===== config.mk =====
export PLATFORM = sky130hd
export DESIGN_NAME = sprite_rom_arbiter
export DESIGN_NICKNAME = d
export VERILOG_FILES = /design/src/rtl/sprite_arb_pkg.sv /design/src/rtl/sprite_rom_arbiter_pick.sv /design/src/rtl/sprite_rom_arbiter.sv
export SDC_FILE = /design/constraint.sdc
export NUM_CORES = 1
export LEC_CHECK = 0
export BUFFER_PORTS_ARGS = -buffer_cell sky130_fd_sc_hd__buf_4
export CAP_MARGIN = 10
export CORE_MARGIN = 5
export CORE_UTILIZATION = 35
export DETAILED_ROUTE_END_ITERATION = 7
export GPL_TIMING_DRIVEN = 0
export PLACE_DENSITY = 0.69
export RECOVER_POWER = 25
export SYNTH_ARGS = -nofsm -noshare
export SYNTH_HDL_FRONTEND = slang
export SYNTH_SLANG_ARGS = --single-unit
export TNS_END_PERCENT = 5

===== constraint.sdc =====
create_clock -name Clk -period 4.4 [get_ports Clk]
set_clock_uncertainty 0.1 [all_clocks]
set_input_delay 0.22 -clock Clk [delete_from_list [all_inputs] [get_ports Clk]]
set_output_delay 0.22 -clock Clk [all_outputs]
set_load 0.005 [all_outputs]

===== src/rtl/sprite_arb_pkg.sv =====
// -----------------------------------------------------------------------------
// sprite_arb_pkg
// Shared types and constants for the sprite ROM arbiter.
//   arb_state_t        : arbiter FSM state (IDLE / BURST)
//   KEY_COLOR_DEFAULT  : ROM colour treated as transparent
//   N_REQ_DEFAULT      : default requester count
//   rr_pick()          : behavioural round-robin pick for the default width
// -----------------------------------------------------------------------------
package sprite_arb_pkg;

    typedef enum logic {
        IDLE,
        BURST
    } arb_state_t;

    localparam logic [23:0] KEY_COLOR_DEFAULT = 24'hFF0000;
    localparam int          N_REQ_DEFAULT     = 4;

    // One-hot pick of the first asserted request at or above ptr, wrapping.
    function automatic logic [N_REQ_DEFAULT-1:0] rr_pick(
        input logic [N_REQ_DEFAULT-1:0]         req,
        input logic [$clog2(N_REQ_DEFAULT)-1:0] ptr
    );
        logic [N_REQ_DEFAULT-1:0] pick;
        int                       idx;
        pick = '0;
        for (int k = 0; k < N_REQ_DEFAULT; k++) begin
            idx = int'(ptr) + k;
            if (idx >= N_REQ_DEFAULT) idx = idx - N_REQ_DEFAULT;
            if (req[idx] && (pick == '0)) pick[idx] = 1'b1;
        end
        return pick;
    endfunction

endpackage


===== src/rtl/sprite_rom_arbiter_pick.sv =====
// -----------------------------------------------------------------------------
// rr_priority_pick
// Combinational round-robin picker: rotate the request vector so that ptr
// sits at bit 0, take the lowest set bit, rotate the result back.
//   req  in  N      request vector
//   ptr  in  PTR_W  highest-priority index (must be < N)
//   pick out N      one-hot winner, 0 when no request
// -----------------------------------------------------------------------------
module rr_priority_pick #(
    parameter int N     = 4,
    parameter int PTR_W = 2
) (
    input  logic [N-1:0]     req,
    input  logic [PTR_W-1:0] ptr,
    output logic [N-1:0]     pick
);

    logic [N-1:0] rot;
    logic [N-1:0] rot_pick;

    function automatic int wrap(input int x);
        return (x >= N) ? x - N : x;
    endfunction

    // NOTE: every signal written here gets a default first, so no path leaves
    // it unassigned and no latch is inferred.
    always_comb begin
        rot      = '0;
        rot_pick = '0;
        pick     = '0;
        for (int i = 0; i < N; i++) begin
            rot[i] = req[wrap(int'(ptr) + i)];
        end
        // Scan high to low so the lowest set bit wins.
        for (int i = N - 1; i >= 0; i--) begin
            if (rot[i]) begin
                rot_pick    = '0;
                rot_pick[i] = 1'b1;
            end
        end
        for (int i = 0; i < N; i++) begin
            pick[wrap(int'(ptr) + i)] = rot_pick[i];
        end
    end

endmodule


===== src/rtl/sprite_rom_arbiter.sv =====
// -----------------------------------------------------------------------------
// sprite_rom_arbiter
// Shares one registered sprite ROM read port among N_REQ draw engines with
// round-robin arbitration and locked bursts of up to BURST_MAX beats.
//   Clk              in   system clock
//   Reset            in   synchronous active-high reset
//   req              in   N_REQ         per-requester read request
//   req_addr         in   N_REQ*ADDR_W  packed addresses, slot i at [i*ADDR_W +: ADDR_W]
//   req_last         in   N_REQ         beat ends the burst (1 = single read)
//   gnt              out  N_REQ         one-hot combinational grant
//   rom_addr         out  ADDR_W        ROM read address of the accepted beat
//   rom_data         in   24            ROM data, valid the cycle after rom_addr
//   rsp_valid        out  N_REQ         one-hot, one cycle after acceptance
//   rsp_data         out  24            ROM data, 0 for an out-of-range beat
//   rsp_transparent  out  1             key colour hit or out-of-range beat
// -----------------------------------------------------------------------------
module sprite_rom_arbiter
    import sprite_arb_pkg::*;
#(
    parameter int          N_REQ     = 4,
    parameter int          ADDR_W    = 19,
    parameter int unsigned DEPTH     = 1024,
    parameter int          BURST_MAX = 32,
    parameter logic [23:0] KEY_COLOR = KEY_COLOR_DEFAULT
) (
    input  logic                      Clk,
    input  logic                      Reset,
    input  logic [N_REQ-1:0]          req,
    input  logic [N_REQ*ADDR_W-1:0]   req_addr,
    input  logic [N_REQ-1:0]          req_last,
    output logic [N_REQ-1:0]          gnt,
    output logic [ADDR_W-1:0]         rom_addr,
    input  logic [23:0]               rom_data,
    output logic [N_REQ-1:0]          rsp_valid,
    output logic [23:0]               rsp_data,
    output logic                      rsp_transparent
);

    localparam int PTR_W = (N_REQ > 1) ? $clog2(N_REQ) : 1;
    localparam int CNT_W = $clog2(BURST_MAX + 1);

    arb_state_t        state;
    logic [PTR_W-1:0]  rr_ptr;
    logic [PTR_W-1:0]  owner;
    logic [CNT_W-1:0]  beat_cnt;
    logic              oor_q;

    logic [N_REQ-1:0]  rr_gnt;
    logic              accept;
    logic [PTR_W-1:0]  acc_idx;
    logic [ADDR_W-1:0] acc_addr;
    logic              acc_last;
    logic              acc_oor;
    logic              burst_end;

    function automatic logic [PTR_W-1:0] ptr_inc(input logic [PTR_W-1:0] p);
        // Explicit compare keeps the wrap right for non-power-of-two N_REQ.
        return (p == PTR_W'(N_REQ - 1)) ? '0 : p + PTR_W'(1);
    endfunction

    rr_priority_pick #(
        .N     (N_REQ),
        .PTR_W (PTR_W)
    ) u_pick (
        .req  (req),
        .ptr  (rr_ptr),
        .pick (rr_gnt)
    );

    always_comb begin
        gnt      = '0;
        acc_idx  = '0;
        acc_addr = '0;
        acc_last = 1'b0;
        if (!Reset) begin
            if (state == IDLE) begin
                gnt = rr_gnt;
            end else if (req[owner]) begin
                gnt[owner] = 1'b1;
            end
        end
        for (int i = 0; i < N_REQ; i++) begin
            if (gnt[i]) begin
                acc_idx  = PTR_W'(i);
                acc_addr = req_addr[i*ADDR_W +: ADDR_W];
                acc_last = req_last[i];
            end
        end
    end

    // gnt only ever carries requesting bits, so any grant is an accepted beat.
    assign accept    = |(gnt & req);
    assign acc_oor   = accept && ({1'b0, acc_addr} >= (ADDR_W + 1)'(DEPTH));
    assign rom_addr  = (accept && !acc_oor) ? acc_addr : '0;
    assign burst_end = acc_last || (beat_cnt + CNT_W'(1) == CNT_W'(BURST_MAX));

    // NOTE: sequential state uses non-blocking assignments only, so every
    // register samples the pre-edge value of every other register.
    always_ff @(posedge Clk) begin
        if (Reset) begin
            state     <= IDLE;
            rr_ptr    <= '0;
            owner     <= '0;
            beat_cnt  <= '0;
            rsp_valid <= '0;
            oor_q     <= 1'b0;
        end else begin
            rsp_valid <= gnt & req;
            oor_q     <= acc_oor;
            case (state)
                IDLE: begin
                    if (accept) begin
                        if (acc_last || BURST_MAX == 1) begin
                            rr_ptr <= ptr_inc(acc_idx);
                        end else begin
                            owner    <= acc_idx;
                            beat_cnt <= CNT_W'(1);
                            state    <= BURST;
                        end
                    end
                end
                BURST: begin
                    if (!req[owner]) begin
                        // Owner dropped its request: abort and re-arbitrate.
                        state    <= IDLE;
                        rr_ptr   <= ptr_inc(owner);
                        beat_cnt <= '0;
                    end else if (burst_end) begin
                        state    <= IDLE;
                        rr_ptr   <= ptr_inc(owner);
                        beat_cnt <= '0;
                    end else begin
                        beat_cnt <= beat_cnt + CNT_W'(1);
                    end
                end
                default: state <= IDLE;
            endcase
        end
    end

    assign rsp_data        = oor_q ? 24'h0 : rom_data;
    assign rsp_transparent = oor_q | (rom_data == KEY_COLOR);

endmodule


# Word-level counts from Yosys, hierarchy flattened
# Cells that the tools add are included.
[op_classes]
addsub = 10
n_lt_le_gt_ge = 15
n_eq_ne = 8
n_mux = 68
bitwise_logic = 5
reduce_logical = 13
[op_table]
columns = ["op", "count"]
rows = [
  ["greater-or-equal comparator 32 x 1 -> 1 bit (second input constant)", 4],
  ["less-than comparator 32 x 4 -> 1 bit (second input constant)", 4],
  ["two-way mux 32 bit", 4],
  ["greater-or-equal comparator 32 x 4 -> 1 bit (second input constant)", 3],
  ["subtractor 32 x 4 -> 32 bit (second input constant)", 3],
  ["two-way mux 19 bit", 5],
  ["two-way mux 4 bit", 7],
  ["== test 24 bit (second input constant)", 1],
  ["two-way mux 24 bit", 1],
  ["two-way mux 6 bit", 4],
  ["two-way mux 1 bit", 23],
  ["greater-or-equal comparator 19 x 11 -> 1 bit (second input constant)", 1],
  ["two-way mux 2 bit", 8],
  ["bitwise mux 4 bit", 3],
  ["one-hot mux 6 bit (2 select lines)", 1],
  ["binary-select mux 1 bit (select 2 bit)", 5],
  ["demux 1 bit (select 2 bit)", 5],
  ["bitwise AND 4 bit", 2],
  ["logical AND 1 bit", 7],
  ["adder 2 x 2 -> 3 bit (second input constant)", 2],
  ["adder 6 x 1 -> 6 bit (second input constant)", 1],
  ["== test 6 bit (second input constant)", 1],
  ["!= test 2 bit (second input constant)", 3],
  ["AND reduction 3 bit", 2],
  ["16 further kinds", 19],
]
[totals]
regBits = 16
inputBits = 110
output_inout_bits = 52
wordCells = 125

# Depth between registers and ports, before layout
# Gate-level depths: netlist (run 1).
[depth]
depth_word = 25
ltp_mapped = 13
ltp_nobuf = 11

# Modules after synthesis
# Synthesis (run 1) repeated with hierarchy kept, for this count alone.
[unflattened]
cells_unflattened = 304
area_unflattened_um2 = 2373.5
[modules_own_cells]
columns = ["module", "instances", "cells_per_inst", "area_each_um2", "seq_area_each_um2"]
rows = [
  ["sprite_rom_arbiter", 1, 264, 1961.9, 320.3],
  ["rr_priority_pick", 1, 40, 411.6, 0.0],
]

# Least setup slack after synthesis (run 1)
# Ideal clock, no wire load.
[synth_timing]
kind = "register -> output"
start = "register rr_ptr[0]"
end = "output port rom_addr[0]"
arrival_time_ps = 3680
t_required_ps = 4080
path_slack_ps = 400
path_stages_with_launch = 12
path_buffers = 2
cell_sequence = "dfxtp_1 inv_1 ha_1 mux4_1 or4b_4 nand3_1 nand3_2 clkbuf_8 or4_1 a311o_1 buf_6 a2111oi_2"
[synth_via]
elab_chain_len = 24
word_cells_on_any_way = 68
classes_between = "7 x add/sub; 13 x order compare; 38 x mux; 2 x bitwise; 8 x reduce/logical"
[synth_lines]
columns = ["element", "line_no", "source"]
rows = [
  ["start, declared", "sprite_rom_arbiter.sv:43", "logic [PTR_W-1:0] rr_ptr;"],
  ["start signal, assigned", "sprite_rom_arbiter.sv:114", "rr_ptr <= ptr_inc(acc_idx);"],
  ["start signal, assigned", "sprite_rom_arbiter.sv:126", "rr_ptr <= ptr_inc(owner);"],
  ["start signal, assigned", "sprite_rom_arbiter.sv:130", "rr_ptr <= ptr_inc(owner);"],
  ["parallel branches: the longest is 12 deep, another holds subtractor 32 x 4 -> 32 bit", "-", ""],
  ["bitwise mux 4 bit (*)", "sprite_rom_arbiter_pick.sv:42", "pick[wrap(int'(ptr) + i)] = rot_pick[i];"],
  ["two-way mux 4 bit (*)", "sprite_rom_arbiter.sv:76", "if (state == IDLE) begin"],
  ["two-way mux 4 bit (*)", "sprite_rom_arbiter.sv:75", "if (!Reset) begin"],
  ["two-way mux 19 bit (4 in series)", "sprite_rom_arbiter.sv:83", "if (gnt[i]) begin"],
  ["greater-or-equal comparator 19 x 11 -> 1 bit", "sprite_rom_arbiter.sv:93", "assign acc_oor = accept && ({1'b0, acc_addr} >= (ADDR_W + 1)'(DEPTH));"],
  ["logical AND 1 bit", "sprite_rom_arbiter.sv:93", ""],
  ["logical NOT 1 bit", "sprite_rom_arbiter.sv:94", "assign rom_addr = (accept && !acc_oor) ? acc_addr : '0;"],
  ["logical AND 1 bit", "sprite_rom_arbiter.sv:94", ""],
  ["two-way mux 19 bit (*)", "sprite_rom_arbiter.sv:94", ""],
  ["end, declared", "sprite_rom_arbiter.sv:32", "output logic [ADDR_W-1:0] rom_addr,"],
]
# Every way passes the cells marked *. The select of a mux whose other input is x is not followed.

# Worst setup path after layout (run 1)
[layout_timing]
start = "register rr_ptr[1]"
end = "output port rom_addr[4]"
# The elaborated chain is that of the path after synthesis.

==> results of run 1 <==
worst max-delay path, delay by kind of cell (launching register included):
kind	cells	cell delay [ps]
compound gates	4	990
simple gates	3	930
buf+inv	5	650
mux	1	520
flops	1	370
fa+ha+maj	1	270
metal layers:
| layer | wire, um | vias up | global-route usage |
|---|---|---|---|
| met4 | 110 | 0 | 0.0347 |
| met3 | 566 | 11 | 0.0377 |
| met1 | 3900 | 1387 | 0.254 |
| met5 | 0 | - | 0 |
| li1 | - | 1465 | - |
| met2 | 4930 | 123 | 0.356 |
per-stage QoR:
stage | TNS [ps] | cell area, um^2
2_1_floorplan | 0 | 2390
4_1_cts | 0 | 3720
6_report | 0 | 4020
5_1_grt | -95.6 | 4020
3_3_place_gp | -2350 | 3630
3_5_place_dp | -2520 | 3630
power groups by stage:
stage | sequential (mW) | combinational [mW] | clock, mW
finish | 0.232 | 2.59 | 0.129
global route | 0.239 | 2.78 | 0.138
CTS | 0.233 | 2.00 | 0.131
global placement | 0.240 | 1.93 | 0
floorplan | 0.227 | 1.38 | 0
detailed placement | 0.242 | 1.94 | 0
state kept, by name, summed over array words and instances (netlist names):
name	cells
state	1
rr_ptr	2
rsp_valid	4
oor_q	1
beat_cnt	6
owner	2
area by class of cell:
type | count | share of cell area
multi-input combinational | 239 | 0.502
buffer | 27 | 0.0539
timing repair buffer | 164 | 0.309
tap | 80 | 0.0249
clock buffer | 4 | 0.0137
inverter | 15 | 0.0156
sequential | 16 | 0.0816
path summary, 6_finish.rpt:
path                                  from                        to  slack [ps]  depth (start not counted)
setup / recovery    rr_ptr[1]$_SDFFE_PP0P_               rom_addr[4]         100                         14
hold / removal                      req[2]   rsp_valid[2]$_SDFF_PP0_         200                          3
setup reg to reg    rr_ptr[1]$_SDFFE_PP0P_          oor_q$_SDFF_PP0_         520                         13
hold reg to reg   beat_cnt[5]$_SDFFE_PP0P_  beat_cnt[5]$_SDFFE_PP0P_         440                          1
cell usage after synthesis, types with 2 or more instances:
library cell  instances  area share
a2111oi_0             3       0.011
a2111oi_2             9       0.057
a211oi_1              5       0.016
a21o_1               11       0.035
a21oi_1              10       0.021
a221oi_1              2      0.0074
a22oi_1              11       0.035
a311oi_1              6       0.022
a311oi_2              2       0.013
a31oi_1               4       0.011
a41oi_1               2      0.0074
and3_1                2      0.0053
buf_2                 2      0.0042
buf_4                12       0.038
buf_6                 2      0.0095
clkbuf_1              6      0.0095
clkbuf_8              4       0.023
dfxtp_1              16        0.14
ha_1                 12       0.064
inv_1                15       0.024
mux4_1                3       0.033
mux4_2                2       0.019
nand2_1              20       0.032
nand2_2               2      0.0053
nand2b_1              2      0.0053
nand3_1              12       0.025
nand3b_1              6       0.019
nand4_1               4       0.011
nor2_1                7       0.011
nor2b_1              26       0.069
nor3_1                4      0.0085
nor4_1                2      0.0053
nor4b_1               4       0.015
o2111ai_1             3       0.011
o211ai_1              3      0.0095
o21a_1                2      0.0064
o21ai_0              15       0.032
o22ai_1               2      0.0053
o311ai_0              2      0.0074
o31ai_1               2      0.0064
or3b_1                2      0.0074
or4_1                 2      0.0064
kinds of logic (layout without fill, tap and decap cells):
kind of cell             Yosys count  count (layout)
multiplexers                       5               5
AND/OR/NAND/NOR                  105             105
buffers and inverters             42             210
adder cells (fa/ha/maj)           12              12
other                              1               9
AO/OA/AOI/OAI                    108             108
flip-flops                        16              16
what timing repair did:
item	CTS	global route
gates cloned	0	0
endpoints found under the setup margin	10	10
resized for setup	8	32
pin swaps	1	8
setup buffers	3	10
==> flow_metrics.py, run 1 <==
metrics = {
    "worst_setup_path": {
        "endpoint_kind": "output port",
        "cp_max_fo": 9,
        "worstPathCellList": "inv_2 > ha_4 > mux4_2 > or4b_4 > nand3_4 > and3_4 > buf_6 > o311ai_0 > o31ai_1 > a31oi_4 > buf_6 > buf_6 > a2111oi_4 > buf_4",
        "slowest_stage": "or4b_4",
        "worstSetupStartpointType": "register",
        "path_class": "reg -> out",
        "cp.arrival_ps": 3980,
        "crit_path_frequent_cell": "buf_6",
        "worstPathRequired_ps": 4080,
        "critPathMaxStageDelay_ps": 620,
    },
    "grt": {
        "grt_max_degree": 11,
        "gr-usage-all-layers": 0.201,
        "antenna_found_initial": 0,
        "grt_pass1_vias": 2869,
        "grt_pass1_wl_mm": 14.0,
        "grt_overflow": 0,
    },
    "drt": {
        "drt_iter0_drc": 200,
        "wl_per_cell_um": 17.4,
        "dr.pass1.iters": 4,
        "via_per_inst": 5.48,
        "ant_nets": 0,
        "remaining_drc_errors": 0,
        "num_vias": 2986,
        "wirelength_mm": 9.50,
    },
    "cells_and_area": {
        "multi_input_area_um2": 2020,
        "ff_latch_area_um2": 328,
        "layout_commonest_cell": "buf_4",
        "layout-area-overhead-vs-synth_pct": 70.0,
        "drive_gt1_frac": 0.492,
        "final_cell_mix": "buf_4, nor2b_1, nand2_1",
        "final_core_util": 0.601,
        "n_fill_cell": 615,
        "finalNonFillerCells": 545,
        "diodes": 0,
        "nets": 588,
    },
    "floorplan": {
        "io_pins": 162,
        "die_w_um": 92.2,
        "num_rows": 30,
        "dieArea_um2": 8500,
        "initial_utilization": 0.354,
        "core-area_um2": 6680,
        "die-height_um": 92.2,
    },
    "clocking": {
        "cts_max_level": 1,
        "hold_buffers": 0,
        "cts_sinks": 16,
        "clk_pin_slew_worst_paths_ps": 60,
        "cts_tree": "built",
        "clk_latency_ps": 250,
        "cts_buffer_depth": 2,
        "cts-root-buf": "clkbuf_8",
        "cts-buffers-inserted": 3,
    },
    "synthesis": {
        "ys_warn_count": 0,
        "synthAdderAreaFrac": 0.0635,
        "avgSynthCellArea_um2": 8.18,
        "ys_seq_elements": 16,
        "ys_seq_area_frac": 0.136,
        "synth-edff-count": 0,
        "synth_ff_type": "dfxtp_1",
        "synthesis.area_um2": 2360,
        "synth_mux_area_frac": 0.0524,
        "yosys.area_share.simple": 0.264,
        "synthCells": 289,
        "async_flop_share": 0,
        "synth_top_family_by_area": "compound AO/OA/AOI/OAI gates",
        "yosysUniqueCellTypes": 68,
        "synthXorXnorAreaFrac": 0,
        "synth_compound_area_frac": 0.370,
    },
    "power_and_ir_drop": {
        "p_leak_nw": 1.71,
        "p_per_area_nw_per_um2": 735,
        "seq_power_share": 0.078,
        "vdd_ir_drop_max_v": 0.000617,
        "switchingPower_mw": 1.54,
        "p_clk_frac": 0.044,
        "power.total_mw": 2.95,
        "power_frac_comb": 0.878,
        "p_int_mw": 1.41,
        "p_sw_frac": 0.522,
    },
    "timing": {
        "period_minus_slack_ps": 4300,
        "max_freq_mhz": 233,
        "setup_slack_ps": 99.0,
        "slew_violations": 0,
        "setup_viol": 0,
        "tightestPinTransition_ps": 580,
        "relSlewSlack": 0.603,
        "finalHoldViolations": 0,
        "hold_ws_ps": 197,
        "min_period_over_period": 0.978,
    },
    "status": {
        "outcome": "completed",
    },
    "place": {
        "dp_hpwl_mm": 7.47,
        "place.gp.congestion": 0.890,
        "post-place-ws_ps": -292,
        "place_inst": 528,
        "port_buffers": 151,
    },
    "hold_path": {
        "worst_hold_path_type": "in -> reg",
    },
    "flow_run": {
        "drv_cap": 0,
    },
}
No activity file was read; power rests on OpenSTA's default activity.
==> run 2: changes to the inputs <==
MAX_ROUTING_LAYER = met4   (was unset)
SKIP_CTS_REPAIR_TIMING = 1   (was unset)
==> flow_metrics.py, run 2 (same netlist as run 1, synthesis figures left out) <==
metrics = {
    "clocking": {
        "cts_max_level": 1,
        "clk_latency_ps": 250,
        "cts_buffer_depth": 2,
        "cts_sinks": 16,
        "cts-root-buf": "clkbuf_8",
        "clk_pin_slew_worst_paths_ps": 60,
        "cts_tree": "built",
        "cts-buffers-inserted": 3,
    },
    "floorplan": {
        "initial_utilization": 0.354,
        "core-area_um2": 6680,
        "dieArea_um2": 8500,
        "die-height_um": 92.2,
        "io_pins": 162,
        "die_w_um": 92.2,
        "num_rows": 30,
    },
    "grt": {
        "gr-usage-all-layers": 0.204,
        "grt_overflow": 0,
        "grt_pass1_wl_mm": 13.8,
        "grt_max_degree": 11,
        "grt_pass1_vias": 2813,
        "antenna_found_initial": 0,
    },
    "cells_and_area": {
        "design_area_um2": 4120,
        "top_register": "beat_cnt",
        "layout-area-overhead-vs-synth_pct": 74.4,
        "multi_input_area_um2": 2050,
        "n_fill_cell": 614,
        "layout_commonest_cell": "buf_4",
        "final_cell_mix": "buf_4, nor2b_1, nand2_1",
        "ff_latch_area_um2": 328,
        "largest_register_ffs": 6,
        "diodes": 0,
        "drive_gt1_frac": 0.500,
        "top_regs": "beat_cnt x6, rsp_valid x4",
        "nets": 595,
    },
    "drt": {
        "top_layer": "met4",
        "wl_met3_um": 483,
        "dr.pass1.iters": 5,
        "m1WireLength_mm": 4.10,
        "via_per_inst": 5.52,
        "wl_per_cell_um": 17.4,
        "ant_nets": 0,
        "drt_iter0_drc": 213,
        "remaining_drc_errors": 0,
        "wirelength_mm": 9.62,
        "num_vias": 3047,
        "wl_met2_mm": 4.85,
    },
    "timing": {
        "setup_viol": 0,
        "relSlewSlack": 0.611,
        "period_minus_slack_ps": 4370,
        "setup_slack_ps": 32.2,
        "finalHoldViolations": 0,
        "min_period_over_period": 0.993,
        "slew_violations": 0,
        "tightestPinTransition_ps": 583,
        "rsz0062_at_grt": "yes",
        "setup_tns_ps": 0,
        "max_freq_mhz": 229,
    },
    "status": {
        "outcome": "completed",
    },
    "power_and_ir_drop": {
        "vdd_ir_drop_max_v": 0.000658,
        "p_int_mw": 1.52,
        "p_per_area_nw_per_um2": 758,
        "power.total_mw": 3.13,
        "switchingPower_mw": 1.61,
        "p_sw_frac": 0.514,
        "power_frac_comb": 0.884,
        "seq_power_share": 0.074,
        "p_leak_nw": 1.75,
        "p_clk_frac": 0.041,
    },
    "place": {
        "port_buffers": 151,
        "dp_hpwl_mm": 7.47,
        "post-place-ws_ps": -292,
        "place.gp.congestion": 0.905,
        "placed_area_um2": 3630,
    },
    "worst_setup_path": {
        "critPathMaxStageDelay_ps": 630,
        "cp.arrival_ps": 4050,
        "slowest_stage": "or4b_4",
        "endpoint_kind": "output port",
        "worstPathRequired_ps": 4080,
        "worstPathCellList": "clkinvlp_4 > ha_4 > mux4_2 > or4b_4 > a311oi_4 > nand2_4 > or3b_4 > a31o_1 > a31oi_4 > buf_6 > buf_8 > a2111oi_4 > buf_4",
        "path_buf_inv": 4,
        "critPathTopFamily": "simple AND/OR/NAND/NOR gates",
        "cp_max_fo": 8,
        "worstSetupStartpointType": "register",
        "path_class": "reg -> out",
    },
    "flow_run": {
        "drv_cap": 0,
    },
    "hold_path": {
        "worst_hold_path_type": "in -> reg",
    },
}
-- run 2: cell count changes in the layout (fill, tap and decap cells not counted), sizes merged --
| cell | before | now |
|---|---|---|
| inv | 14 | 13 |
| clkinvlp | 1 | 2 |
| buf | 166 | 176 |
| clkbuf | 28 | 25 |
-- run 2: layout make-up --
class                   count  share of cell area
flip-flops and latches     16              0.0795
clock buffers               4              0.0134
repair buffers            171               0.315
plain buffers              27              0.0549
multi-input cells         239               0.497
inverters                  15              0.0155
well taps                  80              0.0243
-- run 2: final timing paths --
path,depth (start not counted),to,from,slack (ps)
max,13,rom_addr[7],rr_ptr[0]$_SDFFE_PP0P_,30
max reg2reg,13,oor_q$_SDFF_PP0_,rr_ptr[0]$_SDFFE_PP0P_,420
min,3,rsp_valid[2]$_SDFF_PP0_,req[2],200
min reg2reg,1,beat_cnt[5]$_SDFFE_PP0P_,beat_cnt[5]$_SDFFE_PP0P_,440
-- run 2: worst reg2reg max path: cells and delay by family, from the launching register on --
family | cells | cell delay (ps)
AOI/OAI and AO/OA | 4 | 920
adders and majority gates | 1 | 300
buffers and inverters | 4 | 540
DFF | 1 | 360
muxes | 1 | 540
and+or+nand+nor | 3 | 1170
-- run 2: power groups by stage --
stage | combinational, mW | sequential (mW) | clock [mW]
after global routing | 2.94 | 0.239 | 0.138
after CTS | 1.94 | 0.239 | 0.132
after floorplan | 1.38 | 0.227 | 0
final | 2.76 | 0.232 | 0.129
after global placement | 1.93 | 0.240 | 0
after detailed placement | 1.94 | 0.242 | 0
-- run 2: through the flow --
stage | cells | utilization | hold slack, ps
CTS | 532 | 0.551 | 190
finish | 552 | 0.617 | 200
floorplan | 297 | - | 266
global route | 552 | 0.617 | 204
detailed placement | 528 | 0.543 | 423
global placement | 528 | 0.543 | 392
-- run 2: routing by layer --
| metal | vias to the layer above | GRT usage |
|---|---|---|
| li1 | 1474 | - |
| met1 | 1407 | 0.263 |
| met2 | 143 | 0.349 |
| met3 | 23 | 0.0246 |
| met4 | 0 | 0.0309 |
| met5 | - | - |
